**config.mk**
```make
export PLATFORM = sky130hd
export DESIGN_NAME = uart_byte_rx
export DESIGN_NICKNAME = d
export VERILOG_FILES = /design/src/rtl/uart_byte_rx.sv
export SDC_FILE = /design/constraint.sdc
export NUM_CORES = 1
export LEC_CHECK = 0
export ABC_CLOCK_PERIOD_IN_PS = 2560
export CORE_ASPECT_RATIO = 1.2
export CORE_MARGIN = 2
export CORE_UTILIZATION = 50
export DETAILED_ROUTE_END_ITERATION = 12
export PLACE_DENSITY_LB_ADDON = 0.12
export SYNTH_ARGS = -nofsm -noshare
export SYNTH_HDL_FRONTEND = slang
export SYNTH_SLANG_ARGS = --single-unit
```
**constraint.sdc**
```tcl
create_clock -name clk -period 2.56 [get_ports clk]
set_input_delay 0.384 -clock clk [delete_from_list [all_inputs] [get_ports clk]]
set_output_delay 0.384 -clock clk [all_outputs]
set_load 0.01 [all_outputs]
```
**src/rtl/uart_byte_rx.sv**
```systemverilog
// 8N1 UART receiver: 16x oversampling, 3-sample majority vote per bit,
// one-cycle Rx_Done / frame_err strobes. Shares baud_set encoding with uart_byte_tx.
module uart_byte_rx #(
    parameter int unsigned CLK_FREQ = 50000000
) (
    input  logic       clk,
    input  logic       Rst,
    input  logic       Rs232_Rx,
    input  logic [2:0] baud_set,
    output logic [7:0] data_byte,
    output logic       Rx_Done,
    output logic       uart_state,
    output logic       frame_err
);

    localparam logic [15:0] Div9600   = 16'(CLK_FREQ / (16 * 9600) - 1);
    localparam logic [15:0] Div19200  = 16'(CLK_FREQ / (16 * 19200) - 1);
    localparam logic [15:0] Div38400  = 16'(CLK_FREQ / (16 * 38400) - 1);
    localparam logic [15:0] Div57600  = 16'(CLK_FREQ / (16 * 57600) - 1);
    localparam logic [15:0] Div115200 = 16'(CLK_FREQ / (16 * 115200) - 1);
    localparam logic [7:0]  LastTick  = 8'd153;

    typedef enum logic [0:0] {StIdle = 1'b0, StRx = 1'b1} state_e;

    state_e      state_q, state_d;
    logic        sync1_q, sync2_q, prev_q;
    logic [15:0] div_q, div_d;
    logic [15:0] dr_q, dr_d;
    logic [15:0] dr_sel;
    logic [7:0]  t_q, t_d;
    logic [1:0]  samp_q, samp_d;
    logic [7:0]  shift_q, shift_d;
    logic        stop_q, stop_d;
    logic [7:0]  data_q, data_d;
    logic        done_q, done_d;
    logic        ferr_q, ferr_d;

    logic start_det, tick, vote, false_start, frame_end;
    logic [3:0] bit_idx;

    assign start_det   = (state_q == StIdle) && prev_q && !sync2_q;
    assign tick        = (state_q == StRx) && (div_q == dr_q);
    assign bit_idx     = t_q[7:4];
    assign vote        = (samp_q[1] & samp_q[0]) | (samp_q[1] & sync2_q) | (samp_q[0] & sync2_q);
    assign false_start = tick && (t_q == 8'd8) && vote;
    assign frame_end   = tick && (t_q == LastTick);

    always_comb begin
        case (baud_set)
            3'd0:    dr_sel = Div9600;
            3'd1:    dr_sel = Div19200;
            3'd2:    dr_sel = Div38400;
            3'd3:    dr_sel = Div57600;
            default: dr_sel = Div115200;
        endcase
    end

    always_ff @(posedge clk or posedge Rst) begin
        if (Rst) begin
            state_q <= StIdle;
        end else begin
            state_q <= state_d;
        end
    end

    always_comb begin
        state_d = state_q;
        case (state_q)
            StIdle:  if (start_det) state_d = StRx;
            StRx:    if (false_start || frame_end) state_d = StIdle;
            default: state_d = StIdle;
        endcase
    end

    always_comb begin
        div_d   = div_q;
        dr_d    = dr_q;
        t_d     = t_q;
        samp_d  = samp_q;
        shift_d = shift_q;
        stop_d  = stop_q;
        data_d  = data_q;
        done_d  = 1'b0;
        ferr_d  = 1'b0;
        if (start_det) begin
            div_d = '0;
            t_d   = '0;
            dr_d  = dr_sel;
        end else if (state_q == StRx) begin
            if (tick) begin
                div_d = '0;
                t_d   = t_q + 8'd1;
                if (t_q[3:0] == 4'd6 || t_q[3:0] == 4'd7) begin
                    samp_d = {samp_q[0], sync2_q};
                end
                // Third sample of each bit resolves the vote.
                if (t_q[3:0] == 4'd8) begin
                    if (bit_idx >= 4'd1 && bit_idx <= 4'd8) begin
                        shift_d = {vote, shift_q[7:1]};
                    end else if (bit_idx == 4'd9) begin
                        stop_d = vote;
                    end
                end
                if (frame_end) begin
                    if (stop_q) begin
                        data_d = shift_q;
                        done_d = 1'b1;
                    end else begin
                        ferr_d = 1'b1;
                    end
                end
            end else begin
                div_d = div_q + 16'd1;
            end
        end
    end

    always_ff @(posedge clk or posedge Rst) begin
        if (Rst) begin
            sync1_q <= 1'b1;
            sync2_q <= 1'b1;
            prev_q  <= 1'b1;
            div_q   <= '0;
            dr_q    <= '0;
            t_q     <= '0;
            samp_q  <= '0;
            shift_q <= '0;
            stop_q  <= 1'b0;
            data_q  <= '0;
            done_q  <= 1'b0;
            ferr_q  <= 1'b0;
        end else begin
            sync1_q <= Rs232_Rx;
            sync2_q <= sync1_q;
            prev_q  <= sync2_q;
            div_q   <= div_d;
            dr_q    <= dr_d;
            t_q     <= t_d;
            samp_q  <= samp_d;
            shift_q <= shift_d;
            stop_q  <= stop_d;
            data_q  <= data_d;
            done_q  <= done_d;
            ferr_q  <= ferr_d;
        end
    end

    assign data_byte  = data_q;
    assign Rx_Done    = done_q;
    assign frame_err  = ferr_q;
    assign uart_state = state_q;

endmodule

```
Word-level counts from Yosys, hierarchy flattened
Cells that the tools add are included.
{ "classes": {"div": 0, "bitwise": 8, "eq_ne": 10, "magnitude_cmp": 2, "reduce_logical": 18, "shift": 0, "n_addsub": 2, "muxes": 20, "n_mul": 0} }
{ "op_table": {"columns": ["cell", "count"], "rows": [
  ["16-bit 2-to-1 mux", 3],
  ["9-bit one-hot mux with 4 select lines", 1],
  ["8-bit 2-to-1 mux", 3],
  ["16-bit by 1-bit adder with 16-bit output, second input constant", 1],
  ["16-bit == test", 1],
  ["1-bit 2-to-1 mux", 12],
  ["5-bit AND reduction", 2],
  ["8-bit by 1-bit adder with 8-bit output, second input constant", 1],
  ["4-bit by 3-bit == test with 1-bit output, second input constant", 2],
  ["4-bit == test, second input constant", 2],
  ["8-bit by 4-bit == test with 1-bit output, second input constant", 1],
  ["8-bit == test, second input constant", 1],
  ["1-bit logical AND", 7],
  ["3-bit by 2-bit == test with 1-bit output, second input constant", 2],
  ["6-bit AND reduction", 1],
  ["4-bit by 1-bit greater-or-equal comparator with 1-bit output, second input constant", 1],
  ["4-bit less-or-equal comparator, second input constant", 1],
  ["4-bit AND reduction", 1],
  ["2-bit nonzero test", 2],
  ["1-bit AND", 3],
  ["3-bit by 1-bit == test with 1-bit output, second input constant", 1],
  ["3-bit logical NOT", 1],
  ["1-bit NOT", 3],
  ["1-bit logical OR", 2],
  ["4 further kinds", 5]
]} }
{ "word_totals": {"ramBits": 0, "input_bits": 6, "rom_bits": 0, "register_bits": 65, "n_memories": 0, "latch_bits": 0} }

Depth between registers and ports, before layout
{ "logic_depth": {"depth_word": 7, "mapped_depth": 7, "ltp_nobuf": 6} }

Worst setup path after synthesis
Ideal clock, no wire load.
{ "synth_timing": {"kind": "register -> register", "startpoint": "register div_q[4]", "endpoint": "register shift_q[0]", "n_path_buf": 1, "setup_slack_ps": 413, "path_stages_with_launch": 6, "t_arrival_ps": 2022, "setup_time_ps": 125, "t_required_ps": 2435, "path_cell_list": "dfrtp_1 -> xor2_1 -> or4_1 -> clkbuf_2 -> nor4_4 -> mux2_2"} }
{ "synth_between": {"elab_chain_cells": 3} }
{ "synth_rtl": {"columns": ["element", "line", "text"], "rows": [
  ["start: declaration", "27", "logic [15:0] div_q, div_d;"],
  ["start signal: assignment", "136", "div_q <= div_d;"],
  ["16-bit == test", "42", "assign tick = (state_q == StRx) && (div_q == dr_q);"],
  ["1-bit logical AND", "42", null],
  ["5-bit AND reduction (no source line)", null, null],
  ["end signal: assignment", "140", "shift_q <= shift_d;"],
  ["end: declaration", "32", "logic [7:0] shift_q, shift_d;"]
]} }
No other way between the ends.
A chain may end at the register's enable or synchronous reset.

Worst setup path after layout
{ "layout_timing": {"startpoint": "register div_q[9]", "endpoint": "register samp_q[1]"} }
{ "layout_between": {"elab_chain_cells": 3} }
{ "layout_rtl": {"columns": ["element", "line", "text"], "rows": [
  ["16-bit == test", "42", null],
  ["1-bit logical AND", "42", null],
  ["4-bit AND reduction (no source line)", null, null],
  ["end signal: assignment", "139", "samp_q <= samp_d;"],
  ["end: declaration", "31", "logic [1:0] samp_q, samp_d;"]
]} }
No other way between the ends.

==> impl_metrics.ini <==
[global_routing]
grt_pass1_wl_mm = 9.94
grt_pass1_vias = 2056
grt_use_total_pct = 20.1
grtUsageMet1_pct = 26.1
grtUsageMet3_pct = 3.82
grt_max_degree = 57
antenna_found_initial = 0
busiest_layer = met2
use_met2_pct = 33.3
overflow = 0

[detailed_routing]
dr.first_iter.drc_count = 110
vias = 2085
drc_errors = 0
drtAntennaViolNets = 0
routed_via_density = 5.94
drtPass1Iterations = 4
routed_wirelength_mm = 5.67
wl_per_cell_um = 16.1

[clock_network]
cts_buffers = 5
cts_tree = done
clk_pin_slew_worst_paths_ns = 0.11
cts.sinks = 56
cts_hold_buf = 0
post_cts_buffers = 0
cts_repair_resize_count = 0
cts_max_path_buffers = 2
h-tree-depth = 2
root_buffer = clkbuf_8
insertion_delay_ns = 0.31

[placed_design]
dp_hpwl_mm = 4.05
portBuffers = 16
gp_congestion = 0.845
place_inst = 343

[layout]
area_growth_pct = 13.5
fin_util_pct = 58.3
diodes = 0
nets = 297
drive_gt1_share_pct = 19.2
fin_cells = 351

[timing]
setup_violations = 0
period_minus_slack_ns = 2.43
fin_worst_skew_ns = 0.00853
rsz0062_at_grt = no
slew_viol_final = 0
max_freq_mhz = 411
tightest_slew_ns = 0.639
period_share_pct = 95.1
final.setup.tns_ns = 0
hold_viol_final = 0
relSlewSlack_pct = 57.3

[worst_setup_path]
critPathMaxStageDelay_ns = 0.54
cp_top_family = simple AND/OR/NAND/NOR gates
path_class = reg2reg
critical_path_required_ns = 2.77
critPathMaxFanout = 11
crit_slowest_cell = nor4_1
path_cells = nor4b_1 -> o211ai_2 -> nor4_1 -> mux2_2
startpoint_type = flip-flop
crit_buf_inv = 0
crit_arrival_ns = 2.64
endpoint_kind = flip-flop

[synth]
syn_area_sq_um = 2870
synth.top_cells.by_area = dfrtp_1, mux2_2, xor2_1
synth.most_common_cell = dfrtp_1
syn_nets = 276
yosysUniqueCellTypes = 48
ys.flop_type = dfrtp_1
ys.warnings.count = 0
synth-seq-cells = 56
synth-edff-count = 0
yosys-top-cells-count = dfrtp_1, nand2_1, mux2_2
ys_seq_area_share_pct = 48.9
synth_top_area_cell = dfrtp_1
async_reset_ff_share_pct = 100
yosys.area.top_type_share_pct = 46.1
avgSynthCellArea_sq_um = 10.8
syn_inst = 265

[die]
ios = 17
coreArea_sq_um = 5590
rows = 30
start_util_pct = 51.4
die_area_sq_um = 6370
dieHeight_um = 87.1
die_w_um = 73.2

[pwr]
clockPowerShare_pct = 24.1
power.leakage_nw = 1.42
switchingPower_mw = 0.740
power_frac_comb_pct = 24.2
vdd_ir_drop_max_v = 0.000355
seqPwrFrac_pct = 51.7
powerDensity_nw_per_um2 = 647
switching_share_pct = 35.1
power.internal_mw = 1.37

[worst_hold_path]
min_path_type = reg2reg

[job]
cap_violations = 0

[status]
status = complete, no violations
## per-layer routing
metal  share of wire, %  vias to the layer above  routed length (um)
met4                1.5                        0                  87
met3                3.2                        6                 182
met5                  0                        -                   0
li1                   -                     1019                   -
met1                 45                     1024                2560
met2                 50                       36                2840
## worst register-to-register path: stages (launching register included)
cell and delay, ns:
dfrtp_1 0.44, nor4b_1 0.53, o211ai_2 0.42, nor4_1 0.55, mux2_2 0.39
## final timing paths
check	from	end	slack [ns]	cells past startpoint
max reg2reg	div_q[9]$_DFFE_PP0P_	samp_q[1]$_DFFE_PP0P_	0.13	4
max in group asynchronous	Rst	sync2_q$_DFF_PP1_	1.83	3
min reg2reg	sync1_q$_DFF_PP1_	sync2_q$_DFF_PP1_	0.36	0
min	sync1_q$_DFF_PP1_	sync2_q$_DFF_PP1_	0.36	0
min in group asynchronous	Rst	t_q[7]$_DFFE_PP0P_	0.43	3
max	div_q[9]$_DFFE_PP0P_	samp_q[1]$_DFFE_PP0P_	0.13	4
## flip-flops by register name, summed over array words and instances, names as in the netlist, 2 cells and up
register	cells
t_q	8
shift_q	8
data_byte	8
div_q	16
dr_q	7
samp_q	2
## per-stage QoR
stage	power, mW	cell area [sq um]	hold slack, ns	setup slack (ns)
CTS	2.14	3260	0.365	0.105
floorplan	1.46	2870	0.345	0.413
finish	2.11	3260	0.363	0.125
global placement	1.61	3170	0.346	0.181
global route	2.26	3260	0.373	0.0223
detailed placement	1.62	3170	0.349	0.129
## area by class of cell
class | count | area [sq um]
fill | 471 | 2330
clock inverter | 3 | 25.0
clock buffer | 5 | 68.8
tap | 64 | 80.1
multi-input combinational | 184 | 1360
timing repair buffer | 32 | 293
inverter | 7 | 26.3
sequential | 56 | 1410
## power by group through the flow
stage | combinational, mW | sequential, mW | clock [mW]
6_report | 0.511 | 1.09 | 0.509
5_1_grt | 0.586 | 1.11 | 0.566
4_1_cts | 0.517 | 1.09 | 0.527
3_5_place_dp | 0.512 | 1.11 | 0
3_3_place_gp | 0.503 | 1.11 | 0
2_1_floorplan | 0.387 | 1.07 | 0
## layout by cell type (no fill, tap or decap), drive strengths merged, types with 10 or more instances in the layout
cell,instances
o31ai,10
nand2,23
nor3,10
xor2,14
nor4,13
buf,16
dfrtp,53
mux2,19
clkdlybuf4s50,16
## logic make-up (layout without fill, tap and decap cells)
kind of cell | after synthesis | after routing | synth area share (%)
AO/OA/AOI/OAI | 40 | 40 | 9.97
XOR/XNOR | 15 | 15 | 4.57
adder cells (fa/ha/maj) | 6 | 6 | 2.53
buffers and inverters | 25 | 47 | 3.66
flip-flops | 56 | 56 | 48.9
multiplexers | 25 | 25 | 9.53
AND/OR/NAND/NOR | 98 | 98 | 20.9
Power figures use the tool's default switching activity.
